<file path="src/rtl/fifo_pkg.sv">
// Shared FIFO constants and pointer type used by the read/write controllers.
package fifo_pkg;

   // Gray encoding of a pointer whose binary value is all-ones: only the MSB set.
   function automatic logic [31:0] ptr_rst_gray(input int unsigned aw);
      return 32'(1) << aw;
   endfunction

   localparam int ADDR_W      = 3;
   localparam int PW          = ADDR_W + 1;
   localparam int SYNC_STAGES = 2;

   typedef logic [PW-1:0] ptr_t;

   // Pointers reset to binary all-ones so the first advance lands on entry 0.
   localparam ptr_t PTR_RST_BIN  = '1;
   localparam ptr_t PTR_RST_GRAY = PW'(ptr_rst_gray(ADDR_W));

endpackage

</file>
<file path="src/rtl/bin2gray.sv">
// Binary-to-Gray converter.
module bin2gray #(
   parameter int W = 4
) (
   input  logic [W-1:0] i_bin,
   output logic [W-1:0] o_gray
);

   assign o_gray = i_bin ^ (i_bin >> 1);

endmodule

</file>
<file path="src/rtl/gray2bin.sv">
// Gray-to-binary converter: each binary bit is the XOR of all Gray bits at or above it.
module gray2bin #(
   parameter int W = 4
) (
   input  logic [W-1:0] i_gray,
   output logic [W-1:0] o_bin
);

   for (genvar i = 0; i < W; i++) begin : g_bit
      assign o_bin[i] = ^i_gray[W-1:i];
   end

endmodule

</file>
<file path="src/rtl/ptr_sync.sv">
// Multi-flop synchronizer for a Gray-coded pointer crossing into the clk domain.
// The chain is a plain shift of whole words: no logic between stages, so only
// one bit can be in flight per Gray step. STAGES must be 2..4.
module ptr_sync
   import fifo_pkg::*;
#(
   parameter int             W       = PW,
   parameter int             STAGES  = SYNC_STAGES,
   parameter logic [W-1:0]   RST_VAL = W'(PTR_RST_GRAY)
) (
   input  logic         clk,
   input  logic         resetb,
   input  logic [W-1:0] i_d,
   output logic [W-1:0] o_q
);

   logic [STAGES-1:0][W-1:0] r_sync;

   // Shift the incoming pointer one stage per clock; reset every stage to the pointer reset code.
   always_ff @(posedge clk or negedge resetb) begin
      if (!resetb) begin
         r_sync <= {STAGES{RST_VAL}};
      end else begin
         r_sync <= {r_sync[STAGES-2:0], i_d};
      end
   end

   assign o_q = r_sync[STAGES-1];

endmodule

</file>
<file path="src/rtl/fifo_rd_ctrl.sv">
// Read-side controller of an async FIFO: Gray read pointer, write-pointer
// synchronizer, and registered empty / almost-empty / level / underflow flags.
// Reset deassertion is expected to arrive already synchronized to clk.
module fifo_rd_ctrl #(
   parameter int ADDR_W      = fifo_pkg::ADDR_W,
   parameter int SYNC_STAGES = fifo_pkg::SYNC_STAGES,
   parameter int AE_THRESH   = 2
) (
   input  logic              clk,
   input  logic              resetb,
   input  logic [ADDR_W:0]   wr_ptr_gray,
   input  logic              rd_ready,
   output logic              rd_valid,
   output logic [ADDR_W-1:0] rd_addr,
   output logic [ADDR_W:0]   rd_ptr_gray,
   output logic              empty,
   output logic              almost_empty,
   output logic [ADDR_W:0]   rd_level,
   output logic              underflow
);

   import fifo_pkg::*;

   localparam int                PTR_W    = ADDR_W + 1;
   localparam logic [PTR_W-1:0] RST_GRAY = PTR_W'(ptr_rst_gray(ADDR_W));
   localparam logic [PTR_W-1:0] DEPTH_P  = {1'b1, {ADDR_W{1'b0}}};
   localparam logic [PTR_W-1:0] AE_P     = PTR_W'(AE_THRESH);

   logic [PTR_W-1:0]  r_rd_gray;
   logic [ADDR_W-1:0] r_rd_addr;
   logic              r_empty;
   logic              r_ae;
   logic [PTR_W-1:0]  r_level;
   logic              r_uf;

   logic              w_pop;
   logic [PTR_W-1:0]  w_rd_bin;
   logic [PTR_W-1:0]  w_rd_bin_next;
   logic [PTR_W-1:0]  w_rd_gray_next;
   logic [PTR_W-1:0]  w_wr_gray_s;
   logic [PTR_W-1:0]  w_wr_bin_s;
   logic [PTR_W-1:0]  w_level_raw;
   logic [PTR_W-1:0]  w_level_d;

   // Write pointer into the read domain.
   ptr_sync #(
      .W       (PTR_W),
      .STAGES  (SYNC_STAGES),
      .RST_VAL (RST_GRAY)
   ) u_wr_sync (
      .clk    (clk),
      .resetb (resetb),
      .i_d    (wr_ptr_gray),
      .o_q    (w_wr_gray_s)
   );

   gray2bin #(.W(PTR_W)) u_wr_g2b (
      .i_gray (w_wr_gray_s),
      .o_bin  (w_wr_bin_s)
   );

   gray2bin #(.W(PTR_W)) u_rd_g2b (
      .i_gray (r_rd_gray),
      .o_bin  (w_rd_bin)
   );

   // A pop only happens against a registered non-empty flag, so the pointer
   // can never run past the synchronized write pointer.
   assign w_pop         = ~r_empty & rd_ready;
   assign w_rd_bin_next = w_rd_bin + {{(PTR_W-1){1'b0}}, w_pop};

   bin2gray #(.W(PTR_W)) u_rd_b2g (
      .i_bin  (w_rd_bin_next),
      .o_gray (w_rd_gray_next)
   );

   // Level in modulo pointer arithmetic; the extra pointer bit resolves full vs empty.
   assign w_level_raw = w_wr_bin_s - w_rd_bin_next;

   // Clamp an impossible pointer pair to a full FIFO rather than reporting nonsense.
   always_comb begin
      w_level_d = w_level_raw;
      if (w_level_raw > DEPTH_P) begin
         w_level_d = DEPTH_P;
      end
   end

   // Read pointer and RAM address advance together on a pop.
   always_ff @(posedge clk or negedge resetb) begin
      if (!resetb) begin
         r_rd_gray <= RST_GRAY;
         r_rd_addr <= '1;
      end else begin
         r_rd_gray <= w_rd_gray_next;
         r_rd_addr <= w_rd_bin_next[ADDR_W-1:0];
      end
   end

   // Status flags from next-state pointers, so the last pop raises empty on its own edge.
   always_ff @(posedge clk or negedge resetb) begin
      if (!resetb) begin
         r_empty <= 1'b1;
         r_ae    <= 1'b1;
         r_level <= '0;
      end else begin
         r_empty <= (w_rd_gray_next == w_wr_gray_s);
         r_level <= w_level_d;
         r_ae    <= (w_level_d <= AE_P);
      end
   end

   // Flag a request that arrived while nothing was readable.
   always_ff @(posedge clk or negedge resetb) begin
      if (!resetb) begin
         r_uf <= 1'b0;
      end else begin
         r_uf <= rd_ready & r_empty;
      end
   end

   assign rd_ptr_gray  = r_rd_gray;
   assign rd_addr      = r_rd_addr;
   assign empty        = r_empty;
   assign rd_valid     = ~r_empty;
   assign almost_empty = r_ae;
   assign rd_level     = r_level;
   assign underflow    = r_uf;

endmodule

</file>
<file path="config.mk">
export PLATFORM = sky130hd
export DESIGN_NAME = fifo_rd_ctrl
export DESIGN_NICKNAME = d
export VERILOG_FILES = /design/src/rtl/fifo_pkg.sv /design/src/rtl/bin2gray.sv /design/src/rtl/gray2bin.sv /design/src/rtl/ptr_sync.sv /design/src/rtl/fifo_rd_ctrl.sv
export SDC_FILE = /design/constraint.sdc
export NUM_CORES = 1
export LEC_CHECK = 0
export CAP_MARGIN = 10
export CELL_PAD_IN_SITES_DETAIL_PLACEMENT = 1
export CELL_PAD_IN_SITES_GLOBAL_PLACEMENT = 2
export CORE_UTILIZATION = 37
export CTS_BUF_LIST = sky130_fd_sc_hd__clkbuf_8
export DETAILED_ROUTE_END_ITERATION = 10
export GPL_TIMING_DRIVEN = 1
export HOLD_SLACK_MARGIN = 0.03
export PLACE_DENSITY_LB_ADDON = 0.1
export SLEW_MARGIN = 15
export SYNTH_ARGS = -nofsm -noshare
export SYNTH_HDL_FRONTEND = slang
export SYNTH_SLANG_ARGS = --single-unit
</file>
<file path="constraint.sdc">
create_clock -name clk -period 5.2 [get_ports clk]
set_input_delay 0.52 -clock clk [delete_from_list [all_inputs] [get_ports clk]]
set_output_delay 0.52 -clock clk [all_outputs]
set_load 0.05 [all_outputs]
</file>
==> run_results.csv, run 1 <==
group,metric,value,unit
worst_setup_path,path_class,"flip-flop to flip-flop",
sta,whs,0.353,ns
die,ios,22,
synthesis,yosysMostFrequentCell,"dfrtp_1",
synthesis,ys_ff_latch,22,
clocking,cts_root_buffer,"clkbuf_8",
sta,finalSetupViolCount,0,
grt,grt_pass1_vias,591,
clocking,htree_num_levels,1,
sta,hold_violations,0,
clocking,clkTransAtPathRegs,0.08,ns
synthesis,synth_edf_count,0,
clocking,cts_setup_buffers,0,
sta,fin_crit,3.38,ns
worst_setup_path,crit_fanout,7,
grt,grt_pass1_wl,2600,um
routing,wl,1610,um
grt,antenna_found_initial,0,
synthesis,post-synth-top-area-cell,"dfrtp_1",
grt,grt_usage,13.7,%
final_layout,nNetsFinal,111,
routing,drt_iter0_markers,3,
worst_setup_path,r2r_slack,1.82,ns
final_layout,fill_cells,271,
sta,rsz0062_at_grt,"false",
routing,wl_per_cell,12.7,um
placed_design,io_buffers,21,
synthesis,synth.top_cell.area_share,35.5,%
placed_design,dp_slack,1.79,ns
die,die_w,53.7,um
synthesis,async_flop_share,100,%
worst_setup_path,startpoint_type,"flip-flop",
grt,grt_start_max_net_pins,23,
clocking,cts.sinks,22,
placed_design,dpl-instance-area,1230,um2
synthesis,synth_area_leaders,"dfrtp_1 (35%), dfstp_2 (21%), ha_1 (7.6%)",
job,maxCapViolations,0,
grt,grt-ovfl-total,0,
worst_setup_path,reg2reg_depth,10,
worst_setup_path,r2r_end,"rd_level[2]",
sta,slew_headroom,37.0,%
die,die_h,53.7,um
worst_setup_path,critPathRequiredTime,5.33,ns
sta,min_period_over_period,65.1,%
sta,fmax,296,MHz
worst_setup_path,regToRegStartpoint,"rd_ptr_gray[3]",
synthesis,syn_area_per_cell,13.5,um2
synthesis,synth_flop_cell,"dfrtp_1",
routing,final_antenna_net_count,0,
placed_design,gp_congestion,0.812,
die,core,2500,um2
synthesis,syn_area,987,um2
clocking,cts.repair.resized,0,
routing,first_pass_iters,3,
final_layout,stdcell_area,1280,um2
final_layout,antenna_cells,0,
status,status,"complete, no violations",
final_layout,multiInputGateArea,399,um2
worst_setup_path,critPathArrivalTime,3.52,ns
clocking,cts_made_buffers,3,
worst_setup_path,crit_end,"rd_level[2]",
sta,slew_viol_final,0,
worst_hold_path,hold_class,"flip-flop to flip-flop",
final_layout,drive_gt1_share,15.5,%
synthesis,synth_top_cells_by_count,"dfrtp_1 (14), dfstp_2 (8), xnor2_1 (8), xor2_1 (7)",
clocking,cts_hold_buf,0,
synthesis,synth_warnings,0,
die,fp.dieArea,2880,um2
final_layout,regArea,561,um2
worst_setup_path,worst_setup_path_end_kind,"flip-flop",
clocking,clockBufferDepth,2,
worst_setup_path,critPathLaunch,"rd_ptr_gray[3]",
clocking,cts_tree,"built",
die,rows,18,
die,start_util,39.5,%
synthesis,yosysUniqueCellTypes,23,
routing,drcViolationCount,0,
placed_design,dp_hpwl,1230,um
routing,vias,583,
final_layout,area_growth,30.2,%
clocking,clk_latency,0.26,ns
synthesis,seq_area_frac_synth,56.8,%
sta,fin_ws,1.82,ns
synthesis,syn_nets,86,
synthesis,postSynthCellCount,73,
sta,tightest_slew,0.942,ns
sta,fin_skew,0.00459,ns
routing,via_per_inst,4.59,
sta,fin_tns_setup,0,ns
==> per-stage QoR <==
stage	utilization [%]	cells
2_1_floorplan	-	73
3_3_place_gp	49.2	123
3_5_place_dp	49.2	123
4_1_cts	51.4	127
5_1_grt	51.4	127
6_report	51.4	127
==> layout make-up <==
cell class	instances	area share (%)
Clock buffer	4	4.28
Inverter	6	1.75
Sequential cell	22	43.6
Multi-Input combinational cell	44	31.1
Tap cell	30	2.92
Timing Repair Buffer	21	16.4
==> state kept, by name (all words and copies together) (netlist names) <==
signal	flops
u_wr_sync.r_sync	4
underflow	1
rd_addr	3
almost_empty	1
empty	1
rd_level	4
u_wr_sync.o_q	4
rd_ptr_gray	4
==> kinds of logic (layout without fill, tap and decap cells) <==
family,after synthesis,after routing,synth area share [%]
XOR/XNOR,17,17,18.0
flip-flops,22,22,56.8
multiplexers,1,1,1.01
buffers and inverters,7,31,2.79
adder cells (fa/ha/maj),6,6,7.60
AO/OA/AOI/OAI,4,4,3.55
AND/OR/NAND/NOR,16,16,10.3
==> layer usage <==
layer	routed length, um	up-vias	global-route usage, %
met2	753	18	21.3
met3	53	5	3.39
li1	-	285	-
met4	47	0	9.21
met1	754	275	16.8
met5	0	-	0
==> layout by cell type, fill, tap and decap left out, drive strengths merged <==
cell type	synthesis	final
clkdlybuf4s50	0	21
dfrtp	14	14
xnor2	8	8
dfstp	8	8
xor2	7	7
inv	6	6
nor2b	6	6
ha	6	6
clkbuf	0	4
and2	2	2
nor2	2	2
mux2i	1	1
xnor3	1	1
xor3	1	1
a221oi	1	1
a21oi	1	1
and3	1	1
nand3	1	1
nand4	1	1
or3b	1	1
nand3b	1	1
a211o	1	1
a31oi	1	1
nor3	1	1
==> critical path, stage by stage, from the launching register on <==
cell and delay [ns]:
dfstp_2 0.58, xnor3_1 0.37, xnor2_1 0.18, ha_1 0.20, ha_1 0.19, xnor2_1 0.54
ha_1 0.38, nor2b_1 0.15, a221oi_2 0.28, xnor2_1 0.28, nor2b_1 0.09
==> worst min path at each step <==
stage                   startpoint          endpoint  slack (ns)  depth (start not counted)
3_3_place_gp   u_wr_sync.r_sync[1]  u_wr_sync.o_q[1]        0.33                          0
3_5_place_dp   u_wr_sync.r_sync[2]  u_wr_sync.o_q[2]        0.34                          0
6_report       u_wr_sync.r_sync[2]  u_wr_sync.o_q[2]        0.35                          0
5_1_grt        u_wr_sync.r_sync[2]  u_wr_sync.o_q[2]        0.37                          0
2_1_floorplan               resetb       rd_level[0]        0.22                          0
4_1_cts        u_wr_sync.r_sync[2]  u_wr_sync.o_q[2]        0.36                          0
Power of run 1 is left out: the tool's default activity adds up to more than one toggle a clock period on the data nets, which glitch-free logic cannot reach.
==> run 2, diff against run 1 <==
- CORE_UTILIZATION: 37 -> 34
- clock period: 5.2 -> 3.15 ns (I/O delays scaled with it)
==> run 2 against run 1 <==
  * Worst hold slack improved by 0.00057 ns
  * Worst setup slack got worse by 1.7 ns
  * Fmax increased by 12%
  * Wire length decreased by 1.9%
  * Register-to-register slack got worse by 1.7 ns
  * Via count increased by 3.4%
  * Die area increased by 8.5%
  * Highest routed layer unchanged
==> run_results.csv, run 2 (same netlist as run 1, synthesis figures left out) <==
group,metric,value,unit
status,status,"complete, no violations",
sta,hold_violations,0,
final_layout,fill_cells,297,
worst_hold_path,hold_class,"flip-flop to flip-flop",
worst_setup_path,path_class,"flip-flop to flip-flop",
sta,fmax,332,MHz
clocking,cts_setup_buffers,0,
final_layout,layout_common_cells,"clkdlybuf4s50_1 (21), dfrtp_1 (13), dfstp_2 (7)",
sta,fin_ws,0.138,ns
grt,grt_pass1_vias,619,
routing,first_pass_iters,2,
worst_setup_path,critPathArrivalTime,3.20,ns
worst_setup_path,worst_setup_path_end_kind,"flip-flop",
sta,fin_crit,3.01,ns
worst_setup_path,crit_fanout,5,
sta,fin_skew,0.00558,ns
die,die_w,55.9,um
routing,drt_iter0_markers,6,
sta,fin_tns_setup,0,ns
clocking,cts_tree,"built",
grt,grt_pass1_wl,2700,um
sta,min_period_over_period,95.6,%
sta,tightest_slew,0.934,ns
routing,wl_per_cell,12.1,um
worst_setup_path,path_cells,"xnor3_2 -> xnor2_1 -> ha_1 -> ha_1 -> xnor2_2 -> ha_1 -> nor2b_1 -> a221oi_2 -> xnor2_1 -> buf_4 -> nor3_2",
final_layout,regArea,566,um2
sta,slew_headroom,37.6,%
routing,drcViolationCount,0,
die,start_util,35.8,%
worst_setup_path,critical_path.max_stage_delay,0.64,ns
clocking,cts_made_buffers,3,
routing,via_per_inst,4.64,
sta,slew_viol_final,0,
placed_design,gp_congestion,0.683,
final_layout,antenna_cells,0,
die,ios,22,
grt,grt-ovfl-total,0,
sta,whs,0.353,ns
die,rows,19,
worst_setup_path,startpoint_type,"flip-flop",
final_layout,layout_commonest_cell,"clkdlybuf4s50_1",
final_layout,nNetsFinal,113,
die,fp.dieArea,3120,um2
worst_setup_path,r2r_slack,0.14,ns
clocking,htree_num_levels,1,
grt,grt_start_max_net_pins,23,
die,die_h,55.9,um
clocking,clkTransAtPathRegs,0.08,ns
final_layout,multiInputGateArea,423,um2
clocking,cts_root_buffer,"clkbuf_8",
grt,grt_usage,11.6,%
clocking,clk_latency,0.26,ns
sta,finalSetupViolCount,0,
sta,rsz0062_at_grt,"false",
worst_setup_path,critPathMostFrequentCell,"ha_1",
clocking,cts.sinks,22,
die,core,2760,um2
routing,wl,1580,um
final_layout,drive_gt1_share,22.2,%
placed_design,io_buffers,21,
final_layout,area_growth,36.4,%
worst_setup_path,crit_path_top_delay_cell,"dfstp_4",
routing,final_antenna_net_count,0,
job,maxCapViolations,0,
placed_design,dp_hpwl,1240,um
clocking,clockBufferDepth,2,
worst_setup_path,critPathRequiredTime,3.34,ns
routing,vias,603,
grt,antenna_found_initial,0,
placed_design,dp_slack,0.122,ns
run 2: cell types whose count changed in the layout (fill, tap and decap cells not counted), sizes merged:
cell,before,now
clkbuf,4,3
bufinv,0,1
buf,0,2
run 2: repair_timing:
action / CTS / global route
hold buffers: 0 / 0
endpoints found under the setup margin: 0 / 5
gates resized for setup: 0 / 3
run 2: cell type report:
cell class	instances	share of cell area, %
repair buffers	23	16.7
well taps	31	2.88
multi-input cells	44	31.4
flip-flops and latches	22	42.0
inverters	6	1.67
clock buffers	3	3.07
clock inverters	1	2.23
run 2: final timing paths:
check                                   end                 from  depth (start not counted)
max in group asynchronous    rd_ptr_gray[1]               resetb                          1
setup reg to reg               almost_empty       rd_ptr_gray[3]                         11
hold reg to reg            u_wr_sync.o_q[0]  u_wr_sync.r_sync[0]                          0
setup / recovery               almost_empty       rd_ptr_gray[3]                         11
min in group asynchronous    rd_ptr_gray[2]               resetb                          1
hold / removal             u_wr_sync.o_q[0]  u_wr_sync.r_sync[0]                          0
run 2: per-stage QoR:
step / std cells / area [um2] / util [%]
global route: 130 / 1350 / 48.8
CTS: 130 / 1330 / 48.2
global placement: 126 / 1260 / 45.6
floorplan: 73 / 1000 / -
finish: 130 / 1350 / 48.8
detailed placement: 126 / 1260 / 45.6
run 2: worst max-delay path: cells and delay by family, from the launching register on:
family | cells | cell delay, ns
buf+inv | 1 | 0.16
fa+ha+maj | 3 | 0.77
xor+xnor | 4 | 0.79
flops | 1 | 0.64
simple gates | 2 | 0.30
compound gates | 1 | 0.27
run 2: per-layer routing:
metal / vias to the layer above / track usage (%) / share of wire [%]
met4: 0 / 6.27 / 1.1
met2: 13 / 19.8 / 52
met5: - / 0 / 0
met3: 2 / 3.02 / 4.1
li1: 286 / - / -
met1: 302 / 13.3 / 43
Power of run 2 is left out for the same reason.
==> run 3, diff against run 2 <==
- clock period: 3.15 -> 3.1 ns (I/O delays scaled with it)
==> run 3 against run 2 <==
  * First-iteration DRC count increased to 3.0 times the previous value
  * Cell count increased by 0.77%
  * Final area increased by 0.84%
  * Utilization increased by 0.41 points
  * Worst hold slack got worse by 0.0019 ns
  * Clock skew decreased by 0.0036 ns
  * Fmax increased by 2.6%
  * Wire length increased by 8.7%
  * Flip-flop and latch count unchanged
  * Register-to-register slack improved by 0.03 ns
  * Critical path type unchanged
  * Largest cell class unchanged
  * Highest routed layer unchanged
==> run_results.csv, run 3 (same netlist as run 1, synthesis figures left out) <==
group,metric,value,unit
final_layout,antenna_cells,0,
sta,tightest_slew,0.954,ns
worst_setup_path,crit_path_top_delay_cell,"dfstp_4",
clocking,clk_latency,0.26,ns
placed_design,gp_congestion,0.689,
worst_setup_path,crit_fanout,5,
routing,first_pass_iters,2,
placed_design,dpl-instance-area,1270,um2
clocking,cts.sinks,22,
worst_setup_path,critical_path.max_stage_delay,0.65,ns
sta,min_period_over_period,94.7,%
grt,grt_pass1_wl,3000,um
grt,busiest_layer,"met2",
die,die_w,55.9,um
worst_setup_path,critPathLaunch,"rd_ptr_gray[3]",
sta,fin_tns_setup,0,ns
clocking,cts_made_buffers,3,
worst_setup_path,crit_end,"almost_empty",
grt,grtUsageMet1,17.1,%
worst_setup_path,regToRegStartpoint,"rd_ptr_gray[3]",
sta,hold_violations,0,
worst_setup_path,path_cells,"xnor3_2 -> xnor2_2 -> ha_1 -> ha_1 -> xnor2_2 -> ha_4 -> nor2b_1 -> a221oi_2 -> xnor2_1 -> buf_4 -> nor3_2",
die,core,2760,um2
final_layout,layout_common_cells,"clkdlybuf4s50_1 (21), dfrtp_1 (13), xor2_1 (7), dfstp_2 (7)",
worst_setup_path,startpoint_type,"flip-flop",
worst_setup_path,cp.depth,11,
sta,fmax,341,MHz
routing,vias,616,
worst_setup_path,path_delay_family,"XOR/XNOR gates",
routing,drt_iter0_markers,18,
sta,finalSetupViolCount,0,
placed_design,dp_hpwl,1240,um
worst_setup_path,r2r_end,"almost_empty",
routing,via_per_inst,4.70,
grt,grt_usage,12.8,%
sta,slew_viol_final,0,
final_layout,drive_gt1_share,25.0,%
grt,antenna_found_initial,0,
final_layout,area_growth,37.5,%
worst_hold_path,hold_class,"flip-flop to flip-flop",
worst_setup_path,reg2reg_depth,11,
final_layout,layout_commonest_cell,"clkdlybuf4s50_1",
grt,use_met3,3.02,%
worst_setup_path,crit_buf_inv,1,
sta,fin_crit,2.93,ns
final_layout,nNetsFinal,114,
die,rows,19,
grt,grt-ovfl-total,0,
clocking,cts_tree,"built",
worst_setup_path,path_class,"flip-flop to flip-flop",
clocking,cts_root_buffer,"clkbuf_8",
grt,grt_use_met2,19.1,%
worst_setup_path,r2r_slack,0.17,ns
worst_setup_path,worst_setup_path_end_kind,"flip-flop",
clocking,cts_setup_buffers,0,
routing,wl,1720,um
placed_design,dp_slack,0.0879,ns
worst_setup_path,critPathRequiredTime,3.29,ns
clocking,htree_num_levels,1,
sta,slew_headroom,36.2,%
clocking,clockBufferDepth,2,
clocking,clkTransAtPathRegs,0.08,ns
die,die_h,55.9,um
die,fp.dieArea,3120,um2
sta,fin_skew,0.00200,ns
routing,final_antenna_net_count,0,
job,maxCapViolations,0,
worst_setup_path,critPathArrivalTime,3.13,ns
die,start_util,35.8,%
grt,grt_pass1_vias,645,
sta,fin_ws,0.165,ns
grt,grt_start_max_net_pins,23,
placed_design,io_buffers,21,
final_layout,stdcell_area,1360,um2
die,ios,22,
routing,wl_per_cell,13.1,um
status,status,"complete, no violations",
routing,drcViolationCount,0,
==> run 3: how the worst min path moves through the flow <==
stage	startpoint	endpoint	slack [ns]	cells after the start
4_1_cts	u_wr_sync.r_sync[2]	u_wr_sync.o_q[2]	0.35	0
2_1_floorplan	resetb	rd_level[0]	0.01	0
5_1_grt	u_wr_sync.r_sync[0]	u_wr_sync.o_q[0]	0.36	0
3_5_place_dp	u_wr_sync.r_sync[2]	u_wr_sync.o_q[2]	0.34	0
6_report	u_wr_sync.r_sync[2]	u_wr_sync.o_q[2]	0.35	0
3_3_place_gp	u_wr_sync.r_sync[1]	u_wr_sync.o_q[1]	0.34	0
==> run 3: what timing repair did <==
| action | in CTS | in global routing |
|---|---|---|
| gates resized for setup | 0 | 5 |
| hold buffers | 0 | 0 |
| setup endpoints to repair | 0 | 5 |
==> run 3: stage by stage <==
step	hold WS, ns	utilization (%)	instances
after detailed placement	0.337	45.9	127
after global routing	0.358	49.2	131
after floorplan	0.0144	-	73
after CTS	0.355	47.9	131
final	0.351	49.2	131
after global placement	0.336	45.9	127
==> run 3: area by class of cell <==
class | count | area, um2
Clock buffer | 4 | 55.1
Fill cell | 290 | 1400
Inverter | 6 | 22.5
Multi-Input combinational cell | 44 | 443
Sequential cell | 22 | 566
Tap cell | 31 | 38.8
Timing Repair Buffer | 24 | 233
==> run 3: layer usage <==
metal / share of wire, % / vias to the layer above
met1: 50 / 305
met2: 43 / 16
met5: 0 / -
li1: - / 290
met4: 2.4 / 0
met3: 4.8 / 5
Power of run 3 is left out for the same reason.
